File: config.mk
export PLATFORM = sky130hd
export DESIGN_NAME = inv_mix_columns_iter
export DESIGN_NICKNAME = d
export VERILOG_FILES = /design/src/rtl/inv_mix_columns_iter.sv
export SDC_FILE = /design/constraint.sdc
export NUM_CORES = 1
export LEC_CHECK = 0
export CAP_MARGIN = 20
export CORE_AREA = 2 2 182 184
export CTS_CLUSTER_SIZE = 25
export DETAILED_ROUTE_END_ITERATION = 6
export DIE_AREA = 0 0 184 186
export PLACE_DENSITY = 0.69
export SLEW_MARGIN = 40
export SYNTH_ARGS = -nofsm -noshare
export SYNTH_HDL_FRONTEND = slang
export SYNTH_SLANG_ARGS = --single-unit
File: constraint.sdc
create_clock -name clock -period 3.7 [get_ports clock]
set_input_delay 0.555 -clock clock [delete_from_list [all_inputs] [get_ports clock]]
set_output_delay 0.555 -clock clock [all_outputs]
set_load 0.03 [all_outputs]
File: src/rtl/inv_mix_columns_iter.sv
// Column-serial AES (Inv)MixColumns unit with valid/ready handshake.
// Optional MIXCOL_BIDIR_EN adds dir_inv to select forward/inverse matrix.
module inv_mix_columns_iter #(
  parameter int COLS_PER_CYCLE = 1
) (
  input  logic         clock,
  input  logic         reset_n,
  input  logic         in_valid,
  output logic         in_ready,
  input  logic [127:0] in_state,
`ifdef MIXCOL_BIDIR_EN
  input  logic         dir_inv,
`endif
  output logic         out_valid,
  input  logic         out_ready,
  output logic [127:0] out_state
);

  localparam int COMPUTE_CYCLES = 4 / COLS_PER_CYCLE;
  localparam int CW =
    (COMPUTE_CYCLES > 1) ? $clog2(COMPUTE_CYCLES) : 1;

  generate
    if (COLS_PER_CYCLE != 1 && COLS_PER_CYCLE != 2 &&
        COLS_PER_CYCLE != 4) begin : g_bad_cfg
      $error("COLS_PER_CYCLE must be 1, 2 or 4");
    end
  endgenerate

  typedef enum logic [1:0] {
    IDLE = 2'd0,
    CALC = 2'd1,
    HOLD = 2'd2
  } state_t;

  state_t          state;
  state_t          state_nxt;
  logic [CW-1:0]   cnt;
  logic [127:0]    work;
  logic [127:0]    work_nxt;
  logic            last;
  logic            mode;

  function automatic logic [7:0] xtime(input logic [7:0] a);
    return {a[6:0], 1'b0} ^ (a[7] ? 8'h1b : 8'h00);
  endfunction

  // inv=1: rows (0e 0b 0d 09) rotated; inv=0: rows (02 03 01 01)
  function automatic logic [31:0] mix_col(
    input logic [31:0] c,
    input logic        inv
  );
    logic [7:0] a   [4];
    logic [7:0] m2  [4];
    logic [7:0] m3  [4];
    logic [7:0] m9  [4];
    logic [7:0] m11 [4];
    logic [7:0] m13 [4];
    logic [7:0] m14 [4];
    logic [7:0] b   [4];
    logic [7:0] x4;
    logic [7:0] x8;
    for (int i = 0; i < 4; i++) begin
      a[i]   = c[31-8*i -: 8];
      m2[i]  = xtime(a[i]);
      x4     = xtime(m2[i]);
      x8     = xtime(x4);
      m3[i]  = m2[i] ^ a[i];
      m9[i]  = x8 ^ a[i];
      m11[i] = x8 ^ m2[i] ^ a[i];
      m13[i] = x8 ^ x4 ^ a[i];
      m14[i] = x8 ^ x4 ^ m2[i];
    end
    for (int r = 0; r < 4; r++) begin
      if (inv)
        b[r] = m14[r] ^ m11[(r+1)%4]
             ^ m13[(r+2)%4] ^ m9[(r+3)%4];
      else
        b[r] = m2[r] ^ m3[(r+1)%4]
             ^ a[(r+2)%4] ^ a[(r+3)%4];
    end
    return {b[0], b[1], b[2], b[3]};
  endfunction

  logic [31:0] cols     [4];
  logic [1:0]  idx      [COLS_PER_CYCLE];
  logic [31:0] core_in  [COLS_PER_CYCLE];
  logic [31:0] core_out [COLS_PER_CYCLE];

  assign last = (cnt == CW'(COMPUTE_CYCLES - 1));

  // split the working register into its four columns
  always_comb begin
    for (int c = 0; c < 4; c++)
      cols[c] = work[127-32*c -: 32];
  end

  genvar j;
  generate
    for (j = 0; j < COLS_PER_CYCLE; j++) begin : g_core
      assign idx[j] = 2'(int'(cnt) * COLS_PER_CYCLE + j);
      assign core_in[j] = cols[idx[j]];
      assign core_out[j] = mix_col(core_in[j], mode);
    end
  endgenerate

  // write the active column group back in place
  always_comb begin
    work_nxt = work;
    for (int k = 0; k < COLS_PER_CYCLE; k++)
      for (int c = 0; c < 4; c++)
        if (idx[k] == 2'(c))
          work_nxt[127-32*c -: 32] = core_out[k];
  end

  // FSM state register
  always_ff @(posedge clock or negedge reset_n) begin
    if (!reset_n) state <= IDLE;
    else          state <= state_nxt;
  end

  // FSM next-state decode
  always_comb begin
    state_nxt = state;
    unique case (state)
      IDLE:    if (in_valid)  state_nxt = CALC;
      CALC:    if (last)      state_nxt = HOLD;
      HOLD:    if (out_ready) state_nxt = IDLE;
      default:                state_nxt = IDLE;
    endcase
  end

  // handshake outputs from registered state only
  always_comb begin
    in_ready  = (state == IDLE);
    out_valid = (state == HOLD);
  end

`ifdef MIXCOL_BIDIR_EN
  // direction captured alongside the block
  always_ff @(posedge clock or negedge reset_n) begin
    if (!reset_n)                      mode <= 1'b1;
    else if (state == IDLE && in_valid) mode <= dir_inv;
  end
`else
  assign mode = 1'b1;
`endif

  // working register, column counter and result register
  always_ff @(posedge clock or negedge reset_n) begin
    if (!reset_n) begin
      work      <= '0;
      cnt       <= '0;
      out_state <= '0;
    end else begin
      unique case (state)
        IDLE: begin
          if (in_valid) begin
            work <= in_state;
            cnt  <= '0;
          end
        end
        CALC: begin
          work <= work_nxt;
          if (last) out_state <= work_nxt;
          else      cnt <= cnt + 1'b1;
        end
        HOLD: begin
          if (out_ready) cnt <= '0;
        end
        default: cnt <= '0;
      endcase
    end
  end

endmodule

Word level (Yosys, flattened, before mapping). Index checks and enable logic that the tools add are counted.

Bits in registers: 260. Latch bits: 0. Memory bits (writable): 0. ROM bits: 0. Input port bits: 132. Word-level logic and storage cells: 99. Memories: 0.

Add/subtract/negate cells: 1. Multipliers: 0. Divide/modulo/power cells: 0. Order comparisons: 1. Eq/ne operators: 9. Shift-type cells: 0. Mux-type cells: 28. Bitwise gates (word level): 49. Reductions and logical operators: 7.

Operators with widths (count): $xor 8x8->8 (36); $pmux 128 s2 (1); $mux 32 (6); $mux 128 (1); $xor 8x5->8 (12); $bmux 32 s2 (1); $mux 5 (12); $pmux 2 s3 (2); $mux 2 (5); $eq 2x2->1 const B (3); $ne 2x2->1 const B (3); $reduce_and 3->1 (2); $eq 2x1->1 const B (2); $logic_not 2->1 (2); $reduce_and 2->1 (2); $ge 3x3->1 const B (1); $not 2->3 (1); $add 2x1->2 const B (1); $ne 2x1->1 const B (1); $reduce_bool 2->1 (1).

Depth between registers and ports, before layout. Gate-level depths: netlist (run 1).

Depth after elaboration: 17. Mapped depth: 12. Mapped depth without buffers: 7.

Worst setup path before layout (run 1). OpenSTA, ideal clock, no wires.

Path type: register -> register. From: register cnt[0]. To: register work[84], in the netlist cols[84]. Setup time: 138 ps. Data arrival time: 3027 ps. Slack: 535 ps. Cell stages (with the launch flop): 9. Period minus slack after synthesis: 3165 ps. Cell sequence: dfrtp_1 -> buf_6 -> mux4_2 -> xnor3_1 -> xnor3_1 -> xnor3_1 -> xnor3_2 -> o2111ai_1 -> o211ai_1.

Cells in the longest elaborated chain, start to end: 15.

Ends and longest elaborated chain: start: declaration (RTL line 38) `logic [CW-1:0] cnt;`; start signal: assignment (RTL line 166) `else cnt <= cnt + 1'b1;`; $not 2->3 (not written as such) (RTL line 102) `assign core_in[j] = cols[idx[j]];`; $bmux 32 s2 (RTL line 102); $mux 32 (not written as such) (2 in a row) (RTL line 102); $xor 8x5->8 (RTL line 45) `return {a[6:0], 1'b0} ^ (a[7] ? 8'h1b : 8'h00);`; $mux 5 or $xor 8x5->8 (tied branches) (RTL line 45); $xor 8x5->8 or $mux 5 (tied branches) (RTL line 45); $xor 8x5->8 (RTL line 45); $xor 8x8->8, on equally long branches (2 in a row) (RTL line 72, 70); $xor 8x8->8 (RTL line 76) `b[r] = m14[r] ^ m11[(r+1)%4]`; $xor 8x8->8 (2 in a row) (RTL line 77) `^ m13[(r+2)%4] ^ m9[(r+3)%4];`; $mux 32 (*) (RTL line 112) `if (idx[k] == 2'(c))`; $pmux 128 s2 (*) (RTL line 156) `unique case (state)`; end signal: assignment (RTL line 159) `work <= in_state;`; end signal: assignment (RTL line 164) `work <= work_nxt;`; end: declaration (RTL line 39) `logic [127:0] work;`.

Every way passes the cells marked *; elsewhere a longest branch is shown, timed or not. The select of a mux whose other input is x is not followed. A chain may end at the register's enable or synchronous reset.

Worst setup path in the final report (run 1). Same ends and word-level chain as after synthesis.

==> results.rst, run 1 <==
.. list-table::
   :header-rows: 1

   * - Metric
     - Value
   * - Result of the run
     - complete, no violations
   * - Crit Path Max Fanout
     - 7
   * - Overall die area
     - 34200 um2
   * - Placed cell count
     - 2011
   * - Root buffer selected by CTS
     - sky130_fd_sc_hd__clkbuf_16
   * - Final period util
     - 98.5%
   * - Number of distinct library cells after synthesis
     - 40
   * - Count of yosys warnings during synthesis
     - 0
   * - Drt drc
     - 0
   * - Pin count of the biggest net entering global routing
     - approximately 100
   * - Unrepaired setup endpoints after global routing
     - false
   * - Number of detailed-route iterations in the first pass
     - 5
   * - Crit path cell chain
     - buf_4, mux4_2, xnor2_1, xnor3_1, xnor3_1, xnor3_2, o2111ai_1, o211ai_1
   * - Cell repeated most along the worst path
     - sky130_fd_sc_hd__xnor3_1
   * - Post-route setup TNS
     - 0 ns
   * - Clock network latency to the later pin of the worst-skew pair
     - 0.56 ns
   * - Remaining max-slew budget at the tightest pin
     - about 42%
   * - Net count, final
     - 1771
   * - Class of the worst hold path
     - in -> async
   * - Initial Utilization
     - between 40 and 50%
   * - Shortest clock period the worst path allows after layout
     - about 3.6 ns
   * - Utilization after layout
     - a little under three fifths
   * - Worst path arrival time
     - between 4 and 5 ns
   * - Number of nets produced by synthesis
     - between 1500 and 2000
   * - Layout cell share with drive strength beyond 1
     - ~11%
   * - Max-slew violations
     - 0
   * - EDFF count, synth
     - 0
   * - Worst stage delay on the critical path
     - between 0.6 and 0.7 ns
   * - Number of port buffers
     - around 260
   * - Average wire per standard cell
     - between 20 and 25 um
   * - Total buffers and inverters traversed by the critical path
     - 1
   * - Antenna Nets Post-Route
     - 0
   * - All-layer global routing usage
     - a little under 30%
   * - Synth-to-Final Area Change
     - 31.0%
   * - Via density per instance
     - 5.97
   * - Seq/Total Area, Yosys
     - 46.2%
   * - Slowest CP cell
     - sky130_fd_sc_hd__mux4_2
   * - ANT cells
     - 0
   * - Std-Cell Rows
     - 66
   * - Total global routing overflow
     - 0
   * - Post-synthesis sequential element count
     - 260
   * - Total number of clock tree sinks
     - 260
   * - Most area-hungry cell type in the Yosys netlist
     - sky130_fd_sc_hd__dfrtp_1
   * - Clock edge transition at the registers on the reported setup and hold paths
     - 0.06 ns
   * - Critical path class
     - reg -> reg
   * - Routability-driven placement congestion ratio
     - between 0.9 and 1
   * - Violation count after the first detailed-route iteration
     - about 1400
   * - Die Wd
     - 184 um
   * - Via count of the first global-routing pass
     - around 12000
   * - Inserted Clock Buffers
     - 29
   * - Cell count after synthesis
     - about 1400
   * - Area share of the largest cell type after synthesis
     - a little under half
   * - Vertical die dimension
     - approximately 190 um
   * - Clock tree from TritonCTS
     - done
   * - Final number of hold-violating endpoints
     - 0
   * - Delay-heaviest family, CP
     - XOR/XNOR gates
   * - Combined area of all synthesized cells
     - ~14000 um2
   * - Total wire length
     - between 50000 and 60000 um
   * - Avg Inst Size Synth
     - between 10 and 15 um2
   * - H-tree level count
     - 1
   * - FF-to-FF setup slack
     - 0.05 ns
   * - Setup crit end kind
     - flop
   * - Wire length of the first global-routing pass
     - roughly 76000 um
   * - Num ports
     - between 200 and 300
   * - Via count
     - around 12000
   * - Worst-margin pin slew
     - roughly 0.87 ns
   * - Synth async-reset ratio
     - between 90% and 100%
   * - Leading register cell type out of synthesis
     - sky130_fd_sc_hd__dfrtp_1
   * - Maximum clock frequency
     - between 0.2 and 0.3 GHz
   * - Final Hold Slack
     - ~0.47 ns
   * - Post-Route Skew
     - about 0.016 ns
   * - HPWL after detailed placement
     - around 35000 um
   * - Core region area
     - 32200 um2
   * - Buffers inserted by post-CTS timing repair
     - 0
   * - CP required
     - between 4 and 5 ns
   * - Setup violations, final
     - 0
   * - Final std cells w/o fill
     - ~2100
   * - Leading cell types by total area after synthesis
     - sky130_fd_sc_hd__dfrtp_1 46%, sky130_fd_sc_hd__a21oi_1 7.5%, sky130_fd_sc_hd__xnor2_1 7.3%, sky130_fd_sc_hd__mux4_2 5.1%, sky130_fd_sc_hd__o22ai_1 4.4%
   * - Initial antenna violation count
     - 0
   * - Number of max-cap violations
     - 0
   * - Clock buffer depth
     - 3
   * - Startpoint Class
     - flop
## cell usage in the layout, fill, tap and decap left out, types with 12 or more instances in the layout
cell | synthesis | final
sky130_fd_sc_hd__clkdlybuf4s50_1 | 0 | 260
sky130_fd_sc_hd__dfrtp_1 | 260 | 258
sky130_fd_sc_hd__a21oi_1 | 210 | 207
sky130_fd_sc_hd__nand2_1 | 139 | 138
sky130_fd_sc_hd__xnor2_1 | 118 | 117
sky130_fd_sc_hd__o22ai_1 | 99 | 99
sky130_fd_sc_hd__o21ai_0 | 84 | 84
sky130_fd_sc_hd__nor2_1 | 72 | 69
sky130_fd_sc_hd__buf_4 | 6 | 69
sky130_fd_sc_hd__o21a_1 | 36 | 36
sky130_fd_sc_hd__mux4_2 | 32 | 32
sky130_fd_sc_hd__mux2i_1 | 30 | 30
sky130_fd_sc_hd__clkbuf_16 | 0 | 29
sky130_fd_sc_hd__xor2_1 | 29 | 28
sky130_fd_sc_hd__xnor3_1 | 26 | 26
sky130_fd_sc_hd__nor2b_1 | 18 | 18
sky130_fd_sc_hd__o211ai_1 | 18 | 18
sky130_fd_sc_hd__xnor2_2 | 13 | 14
sky130_fd_sc_hd__nand2b_1 | 12 | 12
## worst reg2reg max path, stage by stage, from the launching register on
cell and delay [ns]:
sky130_fd_sc_hd__dfrtp_2 0.52, sky130_fd_sc_hd__buf_4 0.26, sky130_fd_sc_hd__mux4_2 0.69, sky130_fd_sc_hd__xnor2_1 0.63
sky130_fd_sc_hd__xnor3_1 0.35, sky130_fd_sc_hd__xnor3_1 0.28, sky130_fd_sc_hd__xnor3_2 0.53, sky130_fd_sc_hd__o2111ai_1 0.14
sky130_fd_sc_hd__o211ai_1 0.12
## timing repair
item	in CTS	in global routing
gates resized for setup	0	1
hold buffers	1	0
endpoints found under the setup margin	0	7
hold endpoints to repair	40	0
## per-stage QoR
| stage | cell area (um2) | worst slack [ns] |
|---|---|---|
| global placement | 17500 | 0.136 |
| CTS | 18400 | 0.0602 |
| detailed placement | 17500 | 0.0912 |
| global route | 18400 | 0.000804 |
| finish | 18400 | 0.0545 |
| floorplan | 14100 | 0.535 |
## sequential cells by signal, summed over array words and instances (netlist names)
| register | flops |
|---|---|
| cnt | 2 |
| cols | 128 |
| out_state | 128 |
| state | 2 |
## cell type report
class	count	area [um2]
Sequential cell	260	6510
Clock inverter	8	52.6
Multi-Input combinational cell	995	7140
Clock buffer	44	872
Tap cell	408	510
Timing Repair Buffer	339	3310
Inverter	10	37.5
Fill cell	2801	13800
## cell usage after synthesis (2+ instances only)
| cell | number |
|---|---|
| sky130_fd_sc_hd__o21ai_1 | 11 |
| sky130_fd_sc_hd__nor2_1 | 72 |
| sky130_fd_sc_hd__o21ai_0 | 84 |
| sky130_fd_sc_hd__nand2b_1 | 12 |
| sky130_fd_sc_hd__o221ai_1 | 3 |
| sky130_fd_sc_hd__ha_1 | 4 |
| sky130_fd_sc_hd__xnor3_2 | 2 |
| sky130_fd_sc_hd__xnor2_1 | 118 |
| sky130_fd_sc_hd__nand2_1 | 139 |
| sky130_fd_sc_hd__o2111ai_1 | 9 |
| sky130_fd_sc_hd__buf_2 | 4 |
| sky130_fd_sc_hd__o21a_1 | 36 |
| sky130_fd_sc_hd__a22oi_1 | 10 |
| sky130_fd_sc_hd__dfrtp_1 | 260 |
| sky130_fd_sc_hd__a311oi_1 | 2 |
| sky130_fd_sc_hd__o211ai_1 | 18 |
| sky130_fd_sc_hd__o22ai_1 | 99 |
| sky130_fd_sc_hd__buf_6 | 4 |
| sky130_fd_sc_hd__xnor3_1 | 26 |
| sky130_fd_sc_hd__clkinv_1 | 3 |
| sky130_fd_sc_hd__buf_1 | 5 |
| sky130_fd_sc_hd__mux2i_1 | 30 |
| sky130_fd_sc_hd__xnor2_2 | 13 |
| sky130_fd_sc_hd__inv_1 | 7 |
| sky130_fd_sc_hd__a21oi_1 | 210 |
| sky130_fd_sc_hd__mux4_2 | 32 |
| sky130_fd_sc_hd__a21o_1 | 4 |
| sky130_fd_sc_hd__clkbuf_1 | 83 |
| sky130_fd_sc_hd__buf_4 | 6 |
| sky130_fd_sc_hd__nor2b_1 | 18 |
| sky130_fd_sc_hd__o31ai_1 | 4 |
| sky130_fd_sc_hd__xor2_1 | 29 |
| sky130_fd_sc_hd__and3_1 | 3 |
## per-layer routing
layer	wire length [um]	track usage (%)	vias to the layer above
met2	23800	47.9	724
li1	-	-	5418
met5	0	0	-
met4	1030	6.94	0
met3	4220	4.48	82
met1	21100	41.2	6100
## cells by family after synthesis
group / Yosys count / synth area share (%)
AOI/OAI and AO/OA: 493 / 20.1
DFF: 260 / 46.2
muxes: 62 / 7.25
and+or+nand+nor: 246 / 7.18
buffers and inverters: 112 / 3.40
xor gates and xnor gates: 190 / 15.4
adders and majority gates: 4 / 0.356
## final timing paths
path	start	to	cells past startpoint
setup / recovery	cnt[0]$_DFFE_PN0P_	cols[84]$_DFFE_PN0P_	8
hold / removal	reset_n	out_state[15]$_DFFE_PN0P_	2
hold reg to reg	out_state[11]$_DFFE_PN0P_	out_state[11]$_DFFE_PN0P_	2
setup reg to reg	cnt[0]$_DFFE_PN0P_	cols[84]$_DFFE_PN0P_	8
min in group clock	out_state[11]$_DFFE_PN0P_	out_state[11]$_DFFE_PN0P_	2
max in group asynchronous	reset_n	out_state[61]$_DFFE_PN0P_	4
Power of run 1 is not shown: default switching activity piles up to over one toggle a cycle in this logic, so the estimate is an artifact.
==> inputs of run 2 (changes only) <==
Settings changed: CELL_PAD_IN_SITES_DETAIL_PLACEMENT set to 1, CELL_PAD_IN_SITES_GLOBAL_PLACEMENT set to 1, CORE_AREA 2 2 182 184 to 2 2 189 191, DIE_AREA 0 0 184 186 to 0 0 191 193, HOLD_SLACK_MARGIN set to 0.1, PLACE_DENSITY 0.69 to unset, PLACE_DENSITY_LB_ADDON set to 0.1.
==> run 2 against run 1 <==
- global-route usage increased by 0.67 points
- first-iteration DRC count shrank 32%
- register-to-register slack better by 0.07 ns
- clock skew fell by 0.0029 ns
- maximum frequency grew 2.1%
- worst setup slack better by 0.074 ns
- critical path type unchanged
==> results.rst, run 2 (synthesis results as in run 1) <==
.. list-table::
   :header-rows: 1

   * - Metric
     - Value
   * - Initial antenna violation count
     - 2 (was 0)
   * - Clock tree from TritonCTS
     - done (unchanged)
   * - Average wire per standard cell
     - 25.6 um (was 24.3 um)
   * - Number of detailed-route iterations in the first pass
     - 5 (unchanged)
   * - Count of filler cells inserted in the layout
     - 3810 (was 2801)
   * - All-layer global routing usage
     - 29.9% (was 29.3%)
   * - Antenna Nets Post-Route
     - 0 (unchanged)
   * - Post-route setup TNS
     - 0 ns (unchanged)
   * - Wire length of the first global-routing pass
     - 82500 um (was 76100 um)
   * - Vertical die dimension
     - 193 um (was 186 um)
   * - Worst path arrival time
     - 4.07 ns (about the same)
   * - Core region area
     - 35000 um2 (was 32200 um2)
   * - Initial Utilization
     - 40.3% (was 43.7%)
   * - Num ports
     - 262 (unchanged)
   * - Area used by multi-input combinational logic
     - 7150 um2 (was 7140 um2)
   * - Drt drc
     - 0 (unchanged)
   * - Number of max-cap violations
     - 0 (unchanged)
   * - Clock edge transition at the registers on the reported setup and hold paths
     - 0.06 ns (about the same)
   * - Max-slew violations
     - 0 (unchanged)
   * - Via count
     - 12341 (was 12324)
   * - Overall die area
     - 36900 um2 (was 34200 um2)
   * - Clock buffer depth
     - 3 (unchanged)
   * - HPWL after detailed placement
     - 39300 um (was 35200 um)
   * - Uppermost layer routed
     - met5 (was met4)
   * - Setup crit end kind
     - flop (unchanged)
   * - Result of the run
     - complete, no violations (unchanged)
   * - Total number of clock tree sinks
     - 260 (unchanged)
   * - Shortest clock period the worst path allows after layout
     - 3.57 ns (was 3.65 ns)
   * - Final period util
     - 96.5% (was 98.5%)
   * - Post-Route Skew
     - 0.0132 ns (was 0.0161 ns)
   * - Inserted Clock Buffers
     - 29 (unchanged)
   * - Final number of hold-violating endpoints
     - 0 (unchanged)
   * - Maximum clock frequency
     - 0.280 GHz (was 0.274 GHz)
   * - Worst-margin pin slew
     - 0.857 ns (was 0.870 ns)
   * - Class of the worst hold path
     - reg -> reg (was in -> async)
   * - Critical path class
     - reg -> reg (unchanged)
   * - Pin count of the biggest net entering global routing
     - 80 (was 101)
   * - Via count of the first global-routing pass
     - 13021 (was 12397)
   * - Clock network latency to the later pin of the worst-skew pair
     - 0.56 ns (about the same)
   * - Cell repeated most along the worst path
     - sky130_fd_sc_hd__xnor2_1 (was sky130_fd_sc_hd__xnor3_1)
   * - Number of port buffers
     - 261 (unchanged)
   * - Met2 routed WL
     - 26400 um (was 23800 um)
   * - Routability-driven placement congestion ratio
     - 0.941 (was 0.959)
   * - Std-Cell Rows
     - 69 (was 66)
   * - Utilization after layout
     - 53.6% (was 57.3%)
   * - Synth-to-Final Area Change
     - 33.3% (was 31.0%)
   * - H-tree level count
     - 1 (unchanged)
   * - Placement Cell Area
     - 17700 um2 (was 17500 um2)
   * - Buffers inserted by post-CTS timing repair
     - 0 (unchanged)
   * - Total global routing overflow
     - 0 (unchanged)
   * - Met1 wire length
     - 24100 um (was 21100 um)
   * - Startpoint Class
     - flop (unchanged)
   * - Most frequent cells in the layout
     - 260 x sky130_fd_sc_hd__clkdlybuf4s50_1, 258 x sky130_fd_sc_hd__dfrtp_1, 207 x sky130_fd_sc_hd__a21oi_1 (unchanged)
   * - Final Hold Slack
     - 0.474 ns (was 0.471 ns)
   * - Setup violations, final
     - 0 (unchanged)
   * - Net count, final
     - 1794 (was 1771)
   * - Via density per instance
     - 5.77 (was 5.97)
   * - Layout cell share with drive strength beyond 1
     - 12.4% (was 11.2%)
   * - Cell area after layout
     - 18800 um2 (was 18400 um2)
   * - CP required
     - 4.20 ns (was 4.13 ns)
   * - Remaining max-slew budget at the tightest pin
     - 42.5% (was 42.0%)
   * - Slowest CP cell
     - sky130_fd_sc_hd__mux4_2 (unchanged)
   * - Crit path cell chain
     - buf_4, mux4_2, xnor2_1, xnor2_1, xnor2_1, xnor3_1, o21ai_0, o21a_1 (was buf_4, mux4_2, xnor2_1, xnor3_1, xnor3_1, xnor3_2, o2111ai_1, o211ai_1)
   * - Met3 Wirelength
     - 3260 um (was 4220 um)
   * - Root buffer selected by CTS
     - sky130_fd_sc_hd__clkbuf_16 (unchanged)
   * - Unrepaired setup endpoints after global routing
     - false (unchanged)
   * - Sequential cell area
     - 6510 um2 (unchanged)
   * - Violation count after the first detailed-route iteration
     - 921 (was 1352)
   * - Crit Path Max Fanout
     - 8 (was 7)
   * - Die Wd
     - 191 um (was 184 um)
   * - Most frequent standard cell in the layout excluding fill and tap cells
     - sky130_fd_sc_hd__clkdlybuf4s50_1 (unchanged)
   * - Worst stage delay on the critical path
     - 0.63 ns (was 0.68 ns)
   * - Total wire length
     - 54800 um (was 50100 um)
[run 2: cell types whose count changed in the layout (fill, tap and decap cells not counted), moves of 2 or more]
cell / delta
sky130_fd_sc_hd__buf_4: +21
sky130_fd_sc_hd__bufinv_16: +4
sky130_fd_sc_hd__clkbuf_8: -4
sky130_fd_sc_hd__buf_8: +2
[run 2: worst max-delay path: cells and delay by family (launching register included)]
family | cells | cell delay [ns]
buffers and inverters | 1 | 0.26
flip-flops | 1 | 0.51
AO/OA/AOI/OAI | 2 | 0.44
XOR/XNOR | 4 | 1.66
multiplexers | 1 | 0.63
[run 2: timing repair]
action	4_1_cts	5_1_grt
hold buffers	1	0
resized for setup	0	1
endpoints found under the setup margin	0	3
hold endpoints to repair	60	0
[run 2: stage by stage]
| stage | worst slack, ns | cells |
|---|---|---|
| after floorplan | 0.535 | 1367 |
| after global placement | 0.144 | 2085 |
| after detailed placement | 0.0798 | 2087 |
| after CTS | 0.0401 | 2139 |
| after global routing | 0.0159 | 2139 |
| final | 0.128 | 2140 |
[run 2: worst paths after layout]
path	from	end	slack [ns]	cells after the start
setup / recovery	cnt[0]$_DFFE_PN0P_	out_state[91]$_DFFE_PN0P_	0.13	8
setup reg to reg	cnt[0]$_DFFE_PN0P_	out_state[91]$_DFFE_PN0P_	0.13	8
min in group asynchronous	reset_n	out_state[55]$_DFFE_PN0P_	0.54	2
hold / removal	out_state[95]$_DFFE_PN0P_	out_state[95]$_DFFE_PN0P_	0.47	2
max in group asynchronous	reset_n	cols[116]$_DFFE_PN0P_	2.20	3
hold reg to reg	out_state[95]$_DFFE_PN0P_	out_state[95]$_DFFE_PN0P_	0.47	2
[run 2: cell type report]
class                      count  area share (%)
multi-input combinational    995            38.1
sequential                   260            34.7
timing repair buffer         362            18.6
clock buffer                  39            4.34
tap                          461            3.08
clock inverter                12           0.921
inverter                      10           0.200
antenna                        1          0.0133
[run 2: metal layers]
layer  track usage (%)  vias up
li1                  -     5470
met2              49.7      410
met1              41.2     6396
met3              5.16       63
met5                 0        -
met4              6.74        2
Power of run 2 is left out for the same reason.
==> inputs of run 3 (changes only) <==
Settings changed: CORE_AREA 2 2 189 191 to 2 2 217 166, DIE_AREA 0 0 191 193 to 0 0 219 168.
==> run 3 against run 2 <==
- worst setup slack improved by 0.0093 ns
- maximum frequency increased by 0.26%
- first-iteration DRC count increased by 19%
- largest cell class unchanged
- clock skew increased by 0.0031 ns
- via count increased by 0.79%
- register-to-register slack about the same
- hold slack improved by 0.00063 ns
==> results.rst, run 3 (synthesis results as in run 1) <==
.. list-table::
   :header-rows: 1

   * - Metric
     - Value
   * - Post-route setup TNS
     - 0 ns (unchanged)
   * - FF-to-FF setup slack
     - 0.14 ns (was 0.13 ns)
   * - Buffers inserted by post-CTS timing repair
     - 0 (unchanged)
   * - Remaining max-slew budget at the tightest pin
     - 44.0% (was 42.5%)
   * - Routability-driven placement congestion ratio
     - 0.939 (was 0.941)
   * - Slowest CP cell
     - sky130_fd_sc_hd__mux4_2 (unchanged)
   * - Final period util
     - 96.3% (was 96.5%)
   * - H-tree level count
     - 1 (unchanged)
   * - Critical path class
     - reg -> reg (unchanged)
   * - Delay-heaviest family, CP
     - XOR/XNOR gates (unchanged)
   * - Initial antenna violation count
     - 1 (was 2)
   * - Core region area
     - 35000 um2 (about the same)
   * - Via density per instance
     - 5.83 (was 5.77)
   * - All-layer global routing usage
     - 30.1% (was 29.9%)
   * - Clock edge transition at the registers on the reported setup and hold paths
     - 0.06 ns (about the same)
   * - Total buffers and inverters traversed by the critical path
     - 1 (unchanged)
   * - Vertical die dimension
     - 168 um (was 193 um)
   * - Number of max-cap violations
     - 0 (unchanged)
   * - Average wire per standard cell
     - 25.9 um (was 25.6 um)
   * - Clock buffer depth
     - 3 (unchanged)
   * - Layout cell share with drive strength beyond 1
     - 11.9% (was 12.4%)
   * - Setup crit end kind
     - flop (unchanged)
   * - Net count, final
     - 1784 (was 1794)
   * - Via count of the first global-routing pass
     - 12821 (was 13021)
   * - HPWL after detailed placement
     - 39400 um (was 39300 um)
   * - Total global routing overflow
     - 0 (unchanged)
   * - Wire length of the first global-routing pass
     - 83300 um (was 82500 um)
   * - Maximum clock frequency
     - 0.281 GHz (was 0.280 GHz)
   * - Startpoint Class
     - flop (unchanged)
   * - Number of port buffers
     - 261 (unchanged)
   * - Die Wd
     - 219 um (was 191 um)
   * - Unrepaired setup endpoints after global routing
     - false (unchanged)
   * - CP required
     - 4.12 ns (was 4.20 ns)
   * - Most frequent standard cell in the layout excluding fill and tap cells
     - sky130_fd_sc_hd__clkdlybuf4s50_1 (unchanged)
   * - Cell repeated most along the worst path
     - sky130_fd_sc_hd__xnor3_1 (was sky130_fd_sc_hd__xnor2_1)
   * - Result of the run
     - complete, no violations (unchanged)
   * - Final number of hold-violating endpoints
     - 0 (unchanged)
   * - Setup violations, final
     - 0 (unchanged)
   * - Overall die area
     - 36800 um2 (was 36900 um2)
   * - Root buffer selected by CTS
     - sky130_fd_sc_hd__clkbuf_16 (unchanged)
   * - Crit Path Max Fanout
     - 12 (was 8)
   * - Post-Route Skew
     - 0.0164 ns (was 0.0132 ns)
   * - Class of the worst hold path
     - reg -> reg (unchanged)
   * - Synth-to-Final Area Change
     - 32.6% (was 33.3%)
   * - Violation count after the first detailed-route iteration
     - 1095 (was 921)
   * - Crit path cell chain
     - buf_12, mux4_2, xnor3_1, xnor3_1, xnor3_1, xnor3_2, o2111ai_1, o211ai_1 (was buf_4, mux4_2, xnor2_1, xnor2_1, xnor2_1, xnor3_1, o21ai_0, o21a_1)
   * - Worst path arrival time
     - 3.99 ns (was 4.07 ns)
   * - Most frequent cells in the layout
     - 260 x sky130_fd_sc_hd__clkdlybuf4s50_1, 258 x sky130_fd_sc_hd__dfrtp_1, 207 x sky130_fd_sc_hd__a21oi_1 (unchanged)
   * - Total wire length
     - 55300 um (was 54800 um)
   * - Std-Cell Rows
     - 60 (was 69)
   * - Final Hold Slack
     - 0.475 ns (was 0.474 ns)
   * - Number of detailed-route iterations in the first pass
     - 5 (unchanged)
   * - Inserted Clock Buffers
     - 28 (was 29)
   * - Worst stage delay on the critical path
     - 0.60 ns (was 0.63 ns)
   * - Worst-margin pin slew
     - 0.835 ns (was 0.857 ns)
   * - Total number of clock tree sinks
     - 260 (unchanged)
   * - Antenna Nets Post-Route
     - 0 (unchanged)
   * - Num ports
     - 262 (unchanged)
   * - Clock network latency to the later pin of the worst-skew pair
     - 0.57 ns (was 0.56 ns)
   * - Initial Utilization
     - 40.2% (was 40.3%)
   * - Clock tree from TritonCTS
     - done (unchanged)
   * - Drt drc
     - 0 (unchanged)
   * - Shortest clock period the worst path allows after layout
     - 3.56 ns (was 3.57 ns)
   * - Via count
     - 12438 (was 12341)
   * - Max-slew violations
     - 0 (unchanged)
   * - Pin count of the biggest net entering global routing
     - 85 (was 80)
## run 3: repair_timing
action / in CTS / in global routing
hold buffers: 1 / 0
hold endpoints to repair: 80 / 0
endpoints found under the setup margin: 0 / 26
gates resized for setup: 0 / 3
## run 3: worst reg2reg max path, cell delays in order, from the launching register on
cell and delay (ns):
sky130_fd_sc_hd__dfrtp_4 0.59, sky130_fd_sc_hd__buf_12 0.19, sky130_fd_sc_hd__mux4_2 0.60, sky130_fd_sc_hd__xnor3_1 0.24, sky130_fd_sc_hd__xnor3_1 0.59, sky130_fd_sc_hd__xnor3_1 0.43, sky130_fd_sc_hd__xnor3_2 0.52, sky130_fd_sc_hd__o2111ai_1 0.15
sky130_fd_sc_hd__o211ai_1 0.12
## run 3: worst paths after layout
kind	from	end	cells after the start
min in group asynchronous	reset_n	out_state[104]$_DFFE_PN0P_	2
max	cnt[0]$_DFFE_PN0P_	cols[52]$_DFFE_PN0P_	8
max reg2reg	cnt[0]$_DFFE_PN0P_	cols[52]$_DFFE_PN0P_	8
max in group asynchronous	reset_n	cols[105]$_DFFE_PN0P_	3
min	out_state[15]$_DFFE_PN0P_	out_state[15]$_DFFE_PN0P_	2
min reg2reg	out_state[15]$_DFFE_PN0P_	out_state[15]$_DFFE_PN0P_	2
## run 3: area by class of cell
type	instances	area, um2
antenna	1	2.50
clock buffer	44	841
clock inverter	5	88.8
fill	3824	16300
inverter	10	37.5
multi-input combinational	995	7180
sequential	260	6510
tap	465	582
timing repair buffer	353	3420
## run 3: layer usage
| layer | global-route usage (%) | part of all wire (%) |
|---|---|---|
| met5 | 0 | 0 |
| met4 | 4.79 | 1.3 |
| met3 | 4.84 | 7.0 |
| met2 | 45.8 | 45 |
| met1 | 46.0 | 46 |
## run 3: through the flow
stage | util [%] | setup slack, ns | instances | cell area [um2]
2_1_floorplan | - | 0.535 | 1367 | 14100
3_3_place_gp | 50.6 | 0.0835 | 2082 | 17700
3_5_place_dp | 50.6 | 0.0286 | 2082 | 17700
4_1_cts | 53.3 | 0.0145 | 2132 | 18600
5_1_grt | 53.3 | 0.00635 | 2132 | 18700
6_report | 53.3 | 0.137 | 2133 | 18700
Power of run 3 is left out for the same reason.
